<file path="src/rtl/cdc_handshake_tx.sv">
// cdc_handshake_tx: source half of a two-phase request/acknowledge CDC.
// A registered word is held stable while the request toggle crosses over.
module cdc_handshake_tx #(
   parameter int WIDTH       = 16,
   parameter int SYNC_STAGES = 2,
   parameter int TIMEOUT     = 1024
) (
   input  logic             clk,
   input  logic             rst_n,
   input  logic [WIDTH-1:0] s_data,
   input  logic             s_valid,
   output logic             s_ready,
   output logic [WIDTH-1:0] tx_data,
   output logic             tx_req,
   input  logic             rx_ack,
   output logic             busy,
   output logic             timeout,
   output logic             protocol_err
);

   localparam int CW = (TIMEOUT < 1) ? 1 : $clog2(TIMEOUT + 1);
   localparam int LIM_I = (TIMEOUT > 0) ? TIMEOUT - 1 : 0;
   localparam logic [CW-1:0] LIMIT = CW'(LIM_I);
   localparam bit TO_EN = (TIMEOUT != 0);

   typedef enum logic {
      ST_IDLE,
      ST_WAIT
   } state_t;

   state_t state_q;
   state_t state_d;

   (* ASYNC_REG = "TRUE" *)
   logic [SYNC_STAGES-1:0] ack_sync;

   logic          ack_s;
   logic          accept;
   logic          ack_ok;
   logic [CW-1:0] cnt;
   logic [CW-1:0] cnt_inc;

   assign ack_s   = ack_sync[SYNC_STAGES-1];
   assign s_ready = (state_q == ST_IDLE);
   assign busy    = (state_q == ST_WAIT);
   assign cnt_inc = (&cnt) ? cnt : cnt + 1'b1;

   always_comb begin
      state_d = state_q;
      accept  = 1'b0;
      ack_ok  = 1'b0;
      case (state_q)
         ST_IDLE: begin
            if (s_valid) begin
               accept  = 1'b1;
               state_d = ST_WAIT;
            end
         end
         ST_WAIT: begin
            if (ack_s == tx_req) begin
               ack_ok  = 1'b1;
               state_d = ST_IDLE;
            end
         end
      endcase
   end

   always_ff @(posedge clk or negedge rst_n) begin
      if (!rst_n) begin
         state_q <= ST_IDLE;
      end else begin
         state_q <= state_d;
      end
   end

   // Data and request change on the same edge; the far side's
   // synchroniser delay lets tx_data settle before it is used.
   always_ff @(posedge clk or negedge rst_n) begin
      if (!rst_n) begin
         ack_sync     <= '0;
         tx_data      <= '0;
         tx_req       <= 1'b0;
         cnt          <= '0;
         timeout      <= 1'b0;
         protocol_err <= 1'b0;
      end else begin
         ack_sync <= {ack_sync[SYNC_STAGES-2:0], rx_ack};
         if (accept) begin
            tx_data <= s_data;
            tx_req  <= ~tx_req;
            cnt     <= '0;
         end else if (busy && !ack_ok) begin
            cnt <= cnt_inc;
            if (TO_EN && cnt_inc >= LIMIT) begin
               timeout <= 1'b1;
            end
         end
         if (s_ready && (ack_s != tx_req)) begin
            protocol_err <= 1'b1;
         end
      end
   end

endmodule

</file>
<file path="config.mk">
export PLATFORM = sky130hd
export DESIGN_NAME = cdc_handshake_tx
export DESIGN_NICKNAME = d
export VERILOG_FILES = /design/src/rtl/cdc_handshake_tx.sv
export SDC_FILE = /design/constraint.sdc
export NUM_CORES = 1
export LEC_CHECK = 0
export CAP_MARGIN = 20
export CORE_AREA = 4 4 62 64
export DETAILED_ROUTE_END_ITERATION = 7
export DIE_AREA = 0 0 66 68
export GPL_TIMING_DRIVEN = 0
export PLACE_DENSITY = 0.8
export SYNTH_ARGS = -nofsm -noshare
export SYNTH_HDL_FRONTEND = slang
export SYNTH_SLANG_ARGS = --single-unit
export TNS_END_PERCENT = 50
</file>
<file path="constraint.sdc">
create_clock -name clk -period 2.3 [get_ports clk]
set_clock_uncertainty 0.1 [all_clocks]
set_input_delay 0.23 -clock clk [delete_from_list [all_inputs] [get_ports clk]]
set_output_delay 0.23 -clock clk [all_outputs]
set_load 0.02 [all_outputs]
</file>
Word-level counts from Yosys, hierarchy flattened --
Index checks and enable logic that the tools add are counted.
Cells by class: add/subtract/negate cells 1, $lt $le $gt $ge 1, eq/ne operators 2, multiplexer cells 9, bitwise logic cells 3, reduce and logical (&&, ||, !) cells 6
Operators by type and width (number):
- two-way mux 11 bit | 3
- adder 11 x 1 -> 11 bit (second input constant) | 1
- greater-or-equal comparator 11 x 10 -> 1 bit (second input constant) | 1
- AND reduction 11 bit | 1
- two-way mux 1 bit | 5
- NOT 1 bit | 3
- AND reduction 3 bit | 1
- logical AND 1 bit | 2
- one-hot mux 1 bit (2 select lines) | 1
- nonzero test 2 bit | 1
- equality test 1 bit | 1
- zero test 1 bit | 1
- != test 1 bit | 1
Storage, ports and cells: flip-flop bits (word level) 33, input port bits 20, output and inout bits 21, word-level logic and storage cells 29

Logic depth before layout (Yosys ltp) --
Gate-level depths: netlist (run 1).
depth in word-level cells 7, mapped depth 7

Worst setup path after synthesis (run 1) --
No wires, ideal clock.
path type register to register, start point register cnt[0], end point register timeout, setup time 0.120 ns, data arrival time 1.508 ns, data required time 2.080 ns, setup slack 0.572 ns, stages on the path, launching flop included 8, path buffers 1, clock period less this slack 1.728 ns, cells stage by stage dfrtp_1 -> ha_1 -> and2_1 -> buf_1 -> and3_1 -> a31oi_1 -> o21bai_1 -> a31o_1
On the way: longest elaborated chain between the ends 4, elaborated cells on any way between the ends 5, those cells by class add/sub (1); order compare (1); mux (1); reduce/logical (2)
RTL lines:
- from (decl) | RTL line 40 | logic [CW-1:0] cnt;
- from (signal assigned) | RTL line 93 | cnt <= cnt_inc;
- adder 11 x 1 -> 11 bit / AND reduction 11 bit (equally long branches) | RTL line 46 | assign cnt_inc = (&cnt) ? cnt : cnt + 1'b1;
- two-way mux 11 bit * | RTL line 46
- greater-or-equal comparator 11 x 10 -> 1 bit * | RTL line 94 | if (TO_EN && cnt_inc >= LIMIT) begin
- AND reduction 3 bit (no line) *
- to (signal assigned) | RTL line 84 | timeout <= 1'b0;
- to (signal assigned) | RTL line 95 | timeout <= 1'b1;
- to (decl) | RTL line 17 | output logic timeout,
Mark *: on every way between the ends. The rest lies on a longest branch, timed or not. A chain may end at the register's enable or synchronous reset.

Worst setup path after layout (run 1) --
start point register cnt[0], end point register cnt[0]
On the way: longest elaborated chain between the ends 4, elaborated cells on any way between the ends 5, those cells by class add/sub (1); mux (3); reduce/logical (1)
RTL lines:
- adder 11 x 1 -> 11 bit / AND reduction 11 bit (equally long branches) | RTL line 46
- two-way mux 11 bit * | RTL line 46
- two-way mux 11 bit * | RTL line 92 | end else if (busy && !ack_ok) begin
- two-way mux 11 bit * | RTL line 88 | if (accept) begin
Mark *: on every way between the ends. The rest lies on a longest branch, timed or not. The select of a mux whose other input is x is not followed.

==> flow_summary_export.csv, run 1 <==
group,metric,value,unit
timing,slew_viol_final,0,
critical_path,worstPathArrival,2.12,ns
logic_synthesis,synth_area_leaders,"dfrtp_1, nand2_1, nand3_1",
finish,regArea,826,sq um
logic_synthesis,syn_area,1500,sq um
global_routing,grt_usage,17.4,%
clock_network,clk_path_buf_depth,2,
place,numPortBuffers,40,
timing,fmax,516,MHz
detailed_routing,totalWireLength,3460,microns
floorplanning,rows,21,
timing,fin_crit,1.94,ns
finish,n_antenna_cell,0,
critical_path,cp_max_fo,6,
power,power_switching,876,uW
power,clkPwrFrac,14.6,%
logic_synthesis,synth-seq-cells,33,
clock_network,cts_sinks,33,
finish,fill_cells,284,
logic_synthesis,yosysWarnings,0,
status,status,"finished clean",
timing,hold_viol,0,
logic_synthesis,syn_nets,181,
power,combPwrFrac,45.8,%
power,powerDensity,1090,nW/um^2
finish,layout-area-overhead-vs-synth,34.6,%
power,internal_power,1310,uW
floorplanning,die_width,66,microns
job,drv_cap,0,
floorplanning,design.die.area,4490,sq um
clock_network,cts.repair.resized,0,
finish,drive_gt1_share,6.70,%
place,place.gp.congestion,0.861,
timing,worst_pin_slew,0.706,ns
detailed_routing,drc,0,
place,placed_cells,246,
detailed_routing,drt_first_iter_violations,57,
logic_synthesis,yosys.area.top_type,"dfrtp_1",
floorplanning,ioPinCount,41,
critical_path,crit_path_start_kind,"register",
critical_path,cp-end-kind,"register",
clock_network,post-cts-setup-buffer-count,0,
power,peakVddDrop,613,uV
timing,setup_viol,0,
detailed_routing,vias,1321,
power,p_leak,0.000947,uW
logic_synthesis,async_flop_share,100,%
timing,rsz0062_at_grt,"no",
clock_network,cts_tree,"built",
global_routing,overflow,0,
worst_hold_path,hold_depth,1,
global_routing,grt_pass1_wl,5800,microns
logic_synthesis,ys_types,37,
clock_network,cts_hold_buf,1,
critical_path,slowest_delay,0.43,ns
power,p_seq_share,39.6,%
logic_synthesis,synth.avg_cell_area,9.34,sq um
clock_network,cts_made_buffers,5,
power,p_total,2190,uW
worst_hold_path,min_path_type,"input port to register",
detailed_routing,routedWlPerCell,13.6,microns
floorplanning,design.core.area,3280,sq um
floorplanning,start_util,45.5,%
critical_path,cp_data_required_time,2.49,ns
logic_synthesis,ys.flop_type,"dfrtp_1",
detailed_routing,dr.pass1.iters,4,
finish,finish.utilization,61.3,%
global_routing,grt_pass1_vias,1226,
timing,relSlewSlack,53.0,%
global_routing,grt_max_degree,34,
critical_path,crit_chain,"ha_1, and2_1, buf_1, and3_1, a21oi_1, mux2_2",
finish,nets,229,
place,placed_cell_area,1950,sq um
detailed_routing,viasPerCell,5.18,
finish,stdcell_count,255,
finish,multiInputGateArea,623,sq um
logic_synthesis,synth-seq-area-share,55.2,%
logic_synthesis,synth_top_area_share,55.2,%
finish,fin_area,2010,sq um
timing,fin_crit_sh,84.3,%
detailed_routing,ant_nets,0,
place,hpwlAfterDp,2500,microns
critical_path,cp_slowest_cell,"dfrtp_1",
clock_network,htree_levels,2,
critical_path,critPathKind,"register to register",
logic_synthesis,syn_inst,160,
critical_path,rr_worst_depth,6,
power,p_sw_share,40.0,%
critical_path,rrSetupSlack,0.36,ns
clock_network,clock-root-buffer,"clkbuf_4",
clock_network,insertion_delay,0.34,ns
clock_network,clk_pin_slew,0.11,ns
global_routing,antenna_found_initial,0,
logic_synthesis,synth-edff-count,0,
timing,setup-tns-final,0,ns
floorplanning,dieHeight,68,microns
cell usage after synthesis, drive strengths merged, types with 2 or more instances:
cell / instances
nor2: 6
nand4: 3
buf: 3
a21o: 3
inv: 2
nand3: 9
dfrtp: 33
clkbuf: 5
a21oi: 4
nand2: 56
and2: 2
a31oi: 4
xor2: 2
and3: 4
o2111ai: 2
o21ai: 6
per-stage QoR:
stage / setup WS, ns / hold WS (ns)
after CTS: 0.381 / 0.202
after detailed placement: 0.400 / 0.225
final: 0.362 / 0.215
after global placement: 0.242 / 0.234
after global routing: 0.204 / 0.193
after floorplan: 0.572 / -0.166
critical path: cells and delay by family, from the launching register on:
family          cells  cell delay (ns)
flops               1             0.43
simple gates        2             0.39
mux                 1             0.22
fa+ha+maj           1             0.27
buf+inv             1             0.17
compound gates      1             0.31
path summary, 6_finish.rpt:
check / from / endpoint
max: cnt[0] / cnt[0]
min: rx_ack / ack_sync[0]
max reg2reg: cnt[0] / cnt[0]
min reg2reg: ack_sync[0] / ack_sync[1]
max in group asynchronous: rst_n / tx_data[8]
min in group asynchronous: rst_n / cnt[1]
cells by family (layout without fill, tap and decap cells):
kind of cell | after synthesis | after routing | share of synthesized area, %
buffers and inverters | 10 | 59 | 3.10
xor gates and xnor gates | 2 | 2 | 1.17
and+or+nand+nor | 86 | 86 | 26.6
AOI/OAI and AO/OA | 26 | 26 | 11.6
DFF | 33 | 33 | 55.2
muxes | 2 | 2 | 1.42
adders and majority gates | 1 | 1 | 0.837
cells in the final DEF (no fill, tap or decap), types with 2 or more instances in the layout:
cell type	n
clkbuf_4	5
clkdlybuf4s50_1	39
and3_1	4
inv_1	2
dfrtp_1	33
a21o_1	3
nor2_1	6
clkinv_2	2
o21ai_1	2
nand2_1	56
and2_1	2
a21oi_1	4
nand3_1	9
a31oi_1	4
o21ai_0	4
buf_2	2
xor2_1	2
o2111ai_1	2
clkbuf_1	5
state kept, by name, summed over array words and instances (netlist names):
signal,count
tx_req,1
timeout,1
protocol_err,1
cnt,11
tx_data,16
ack_sync,2
busy,1
power by group through the flow:
stage | clock [uW] | combinational, uW | sequential (uW)
final | 320 | 1000 | 867
after global routing | 365 | 1100 | 903
after global placement | 0 | 1000 | 871
after CTS | 332 | 1020 | 868
after detailed placement | 0 | 1010 | 881
after floorplan | 0 | 326 | 1070
cell type report:
class,instances,share of cell area (%)
inverter,2,0.373
sequential,33,41.0
clock buffer,5,1.86
timing repair buffer,41,20.1
tap,46,2.86
clock inverter,3,0.870
multi-input combinational,117,31.0
buffer,8,1.93
metal layers:
| metal | GRT usage [%] | vias up | routed length (microns) |
|---|---|---|---|
| li1 | - | 642 | - |
| met1 | 21.9 | 631 | 1480 |
| met2 | 26.8 | 36 | 1650 |
| met3 | 4.27 | 12 | 186 |
| met4 | 11.7 | 0 | 145 |
| met5 | 0 | - | 0 |
(Power assumes the default switching activity.)
==> inputs of run 2 (changes only) <==
--- a/config.mk
+++ b/config.mk
@@ -6,11 +6,11 @@
 export NUM_CORES = 1
 export LEC_CHECK = 0
 export CAP_MARGIN = 20
-export CORE_AREA = 4 4 62 64
+export CORE_AREA = 4 4 65 67
 export DETAILED_ROUTE_END_ITERATION = 7
-export DIE_AREA = 0 0 66 68
+export DIE_AREA = 0 0 69 71
 export GPL_TIMING_DRIVEN = 0
-export PLACE_DENSITY = 0.8
+export PLACE_DENSITY = 0.76
 export SYNTH_ARGS = -nofsm -noshare
 export SYNTH_HDL_FRONTEND = slang
 export SYNTH_SLANG_ARGS = --single-unit
==> constraint.sdc (replaced) <==
create_clock -name clk -period 1.6 [get_ports clk]
set_clock_uncertainty 0.1 [all_clocks]
set_input_delay 0.16 -clock clk [delete_from_list [all_inputs] [get_ports clk]]
set_output_delay 0.16 -clock clk [all_outputs]
set_load 0.02 [all_outputs]
==> run 2 against run 1 <==
The run now ends with setup timing left. Die area rose by 9.2%. Power rose by 73%. Sequential power rose by 46%. First-iteration DRC count fell by 16%. Critical path depth did not move. Maximum frequency rose by 15%. Register-to-register slack got worse by 0.45 ns. Largest power group unchanged. Sequential cell count did not move. Count of clock-buffer cells in the layout did not move. Worst hold slack got worse by 0.010 ns. Largest cell class unchanged. Routed wire length rose by 12%. Non-clock buffer count rose by 11.
==> flow_summary_export.csv, run 2 (same netlist as run 1, synthesis figures left out) <==
group,metric,value,unit
timing,setup_viol,2,
critical_path,critPathKind,"register to register",
power,peakVddDrop,1000,uV
job,drv_cap,0,
clock_network,cts_tree,"built",
global_routing,grt_pass1_vias,1257,
clock_network,clk_path_buf_depth,2,
place,hpwlAfterDp,2480,microns
finish,n_antenna_cell,0,
timing,slew_viol_final,0,
critical_path,cp_max_fo,6,
timing,fin_crit,1.69,ns
timing,finalWorstSetupSlack,-0.0906,ns
finish,largest_reg_flops,16,
finish,nets,240,
timing,whs,0.205,ns
clock_network,insertion_delay,0.29,ns
power,p_leak,0.00106,uW
detailed_routing,wl_met3,284,microns
status,violations,"setup timing",
finish,layout_commonest_cell,"nand2_1",
finish,top_regs,"tx_data (16), cnt (11), ack_sync (2)",
finish,finish.utilization,63.3,%
detailed_routing,drt_first_iter_violations,48,
timing,setup-tns-final,-0.147,ns
finish,stdcell_count,268,
timing,relSlewSlack,52.6,%
place,place.gp.congestion,0.894,
detailed_routing,drc,0,
power,powerDensity,1650,nW/um^2
worst_hold_path,min_path_type,"input port to register",
finish,final_cell_mix,"nand2_1, clkdlybuf4s50_1, dfrtp_1",
detailed_routing,top_layer,"met4",
global_routing,overflow,0,
timing,fin_crit_sh,106,%
critical_path,cp-end-kind,"register",
floorplanning,rows,22,
floorplanning,start_util,41.2,%
timing,fmax,592,MHz
finish,fill_cells,305,
floorplanning,design.core.area,3630,sq um
global_routing,antenna_found_initial,0,
clock_network,htree_levels,2,
critical_path,cp_data_required_time,1.72,ns
worst_hold_path,hold_depth,1,
detailed_routing,viasPerCell,5.13,
detailed_routing,dr_wl_met2,1770,microns
timing,rsz0062_at_grt,"yes",
critical_path,rr_worst_depth,6,
timing,worst_pin_slew,0.711,ns
finish,largest-register,"tx_data",
floorplanning,die_width,69,microns
status,status,"finished with violations",
detailed_routing,dr.pass1.iters,4,
finish,layout-area-overhead-vs-synth,53.7,%
clock_network,cts_sinks,33,
detailed_routing,vias,1376,
global_routing,grt_pass1_wl,5990,microns
clock_network,clock-root-buffer,"clkbuf_8",
clock_network,cts_made_buffers,5,
timing,hold_viol,0,
global_routing,grt_usage,15.4,%
detailed_routing,routedWlPerCell,14.4,microns
detailed_routing,drt-met1-wl,1730,microns
floorplanning,design.die.area,4900,sq um
detailed_routing,totalWireLength,3870,microns
critical_path,worstPathArrival,1.81,ns
clock_network,clk_pin_slew,0.07,ns
global_routing,grt_max_degree,34,
place,numPortBuffers,40,
floorplanning,ioPinCount,41,
floorplanning,dieHeight,71,microns
finish,drive_gt1_share,22.7,%
critical_path,crit_path_start_kind,"register",
detailed_routing,ant_nets,0,
place,placed_cells,248,
==> run 2: cell types whose count changed in the layout (fill, tap and decap cells not counted), moves of 3 or more <==
cell,previous run,this run
buf_4,0,14
nor2_1,6,3
clkbuf_8,0,5
clkbuf_4,5,0
clkdlybuf4s50_1,39,36
dfrtp_2,0,7
dlygate4sd2_1,0,3
nor2_2,0,3
clkbuf_1,5,1
dfrtp_1,33,26
==> run 2: path summary, 6_finish.rpt <==
check / end / slack, ns / startpoint
hold reg to reg: ack_sync[1] / 0.26 / ack_sync[0]
min in group asynchronous: cnt[2] / 0.36 / rst_n
max in group asynchronous: cnt[8] / 0.54 / rst_n
hold / removal: ack_sync[0] / 0.20 / rx_ack
setup reg to reg: cnt[5] / -0.09 / cnt[0]
setup / recovery: cnt[5] / -0.09 / cnt[0]
==> run 2: area by class of cell <==
type	instances	area, sq um	area share, %
clock inverters	3	65.1	2.83
plain buffers	6	43.8	1.91
well taps	48	60.1	2.61
multi-input cells	117	719	31.3
clock buffers	5	68.8	2.99
flip-flops and latches	33	835	36.3
inverters	2	7.51	0.327
repair buffers	54	499	21.7
==> run 2: timing repair <==
| item | in CTS | in global routing |
|---|---|---|
| setup endpoints to repair | 10 | 26 |
| pin swaps | 2 | 9 |
| hold buffers | 1 | 0 |
| hold endpoints to repair | 33 | 0 |
| gates resized for setup | 16 | 19 |
| setup buffers | 5 | 8 |
==> run 2: power breakdown <==
part	switching, uW	internal, uW	total (uW)
logic	860	731	1590
registers	180	1090	1270
clock network	309	619	927
total	1350	2440	3790
==> run 2: metal layers <==
layer,vias up,global-route usage [%]
met5,-,0
met4,0,8.46
met3,5,5.26
met2,55,22.7
met1,652,20.0
li1,664,-
==> run 2: per-stage QoR <==
stage | power [uW] | setup slack (ns) | cell area (sq um)
4_1_cts | 3740 | -0.0836 | 2210
2_1_floorplan | 2020 | -0.00372 | 1520
3_3_place_gp | 2700 | -0.402 | 1980
3_5_place_dp | 2720 | -0.239 | 1980
6_report | 3790 | -0.0906 | 2300
5_1_grt | 4000 | -0.131 | 2300
==> run 2: critical path, stage by stage, from the launching register on <==
cell and delay, ns:
dfrtp_1 0.42, ha_4 0.20, and2_4 0.18, nand4_4 0.12
nand4_1 0.13, or3_1 0.39, nand3_1 0.08
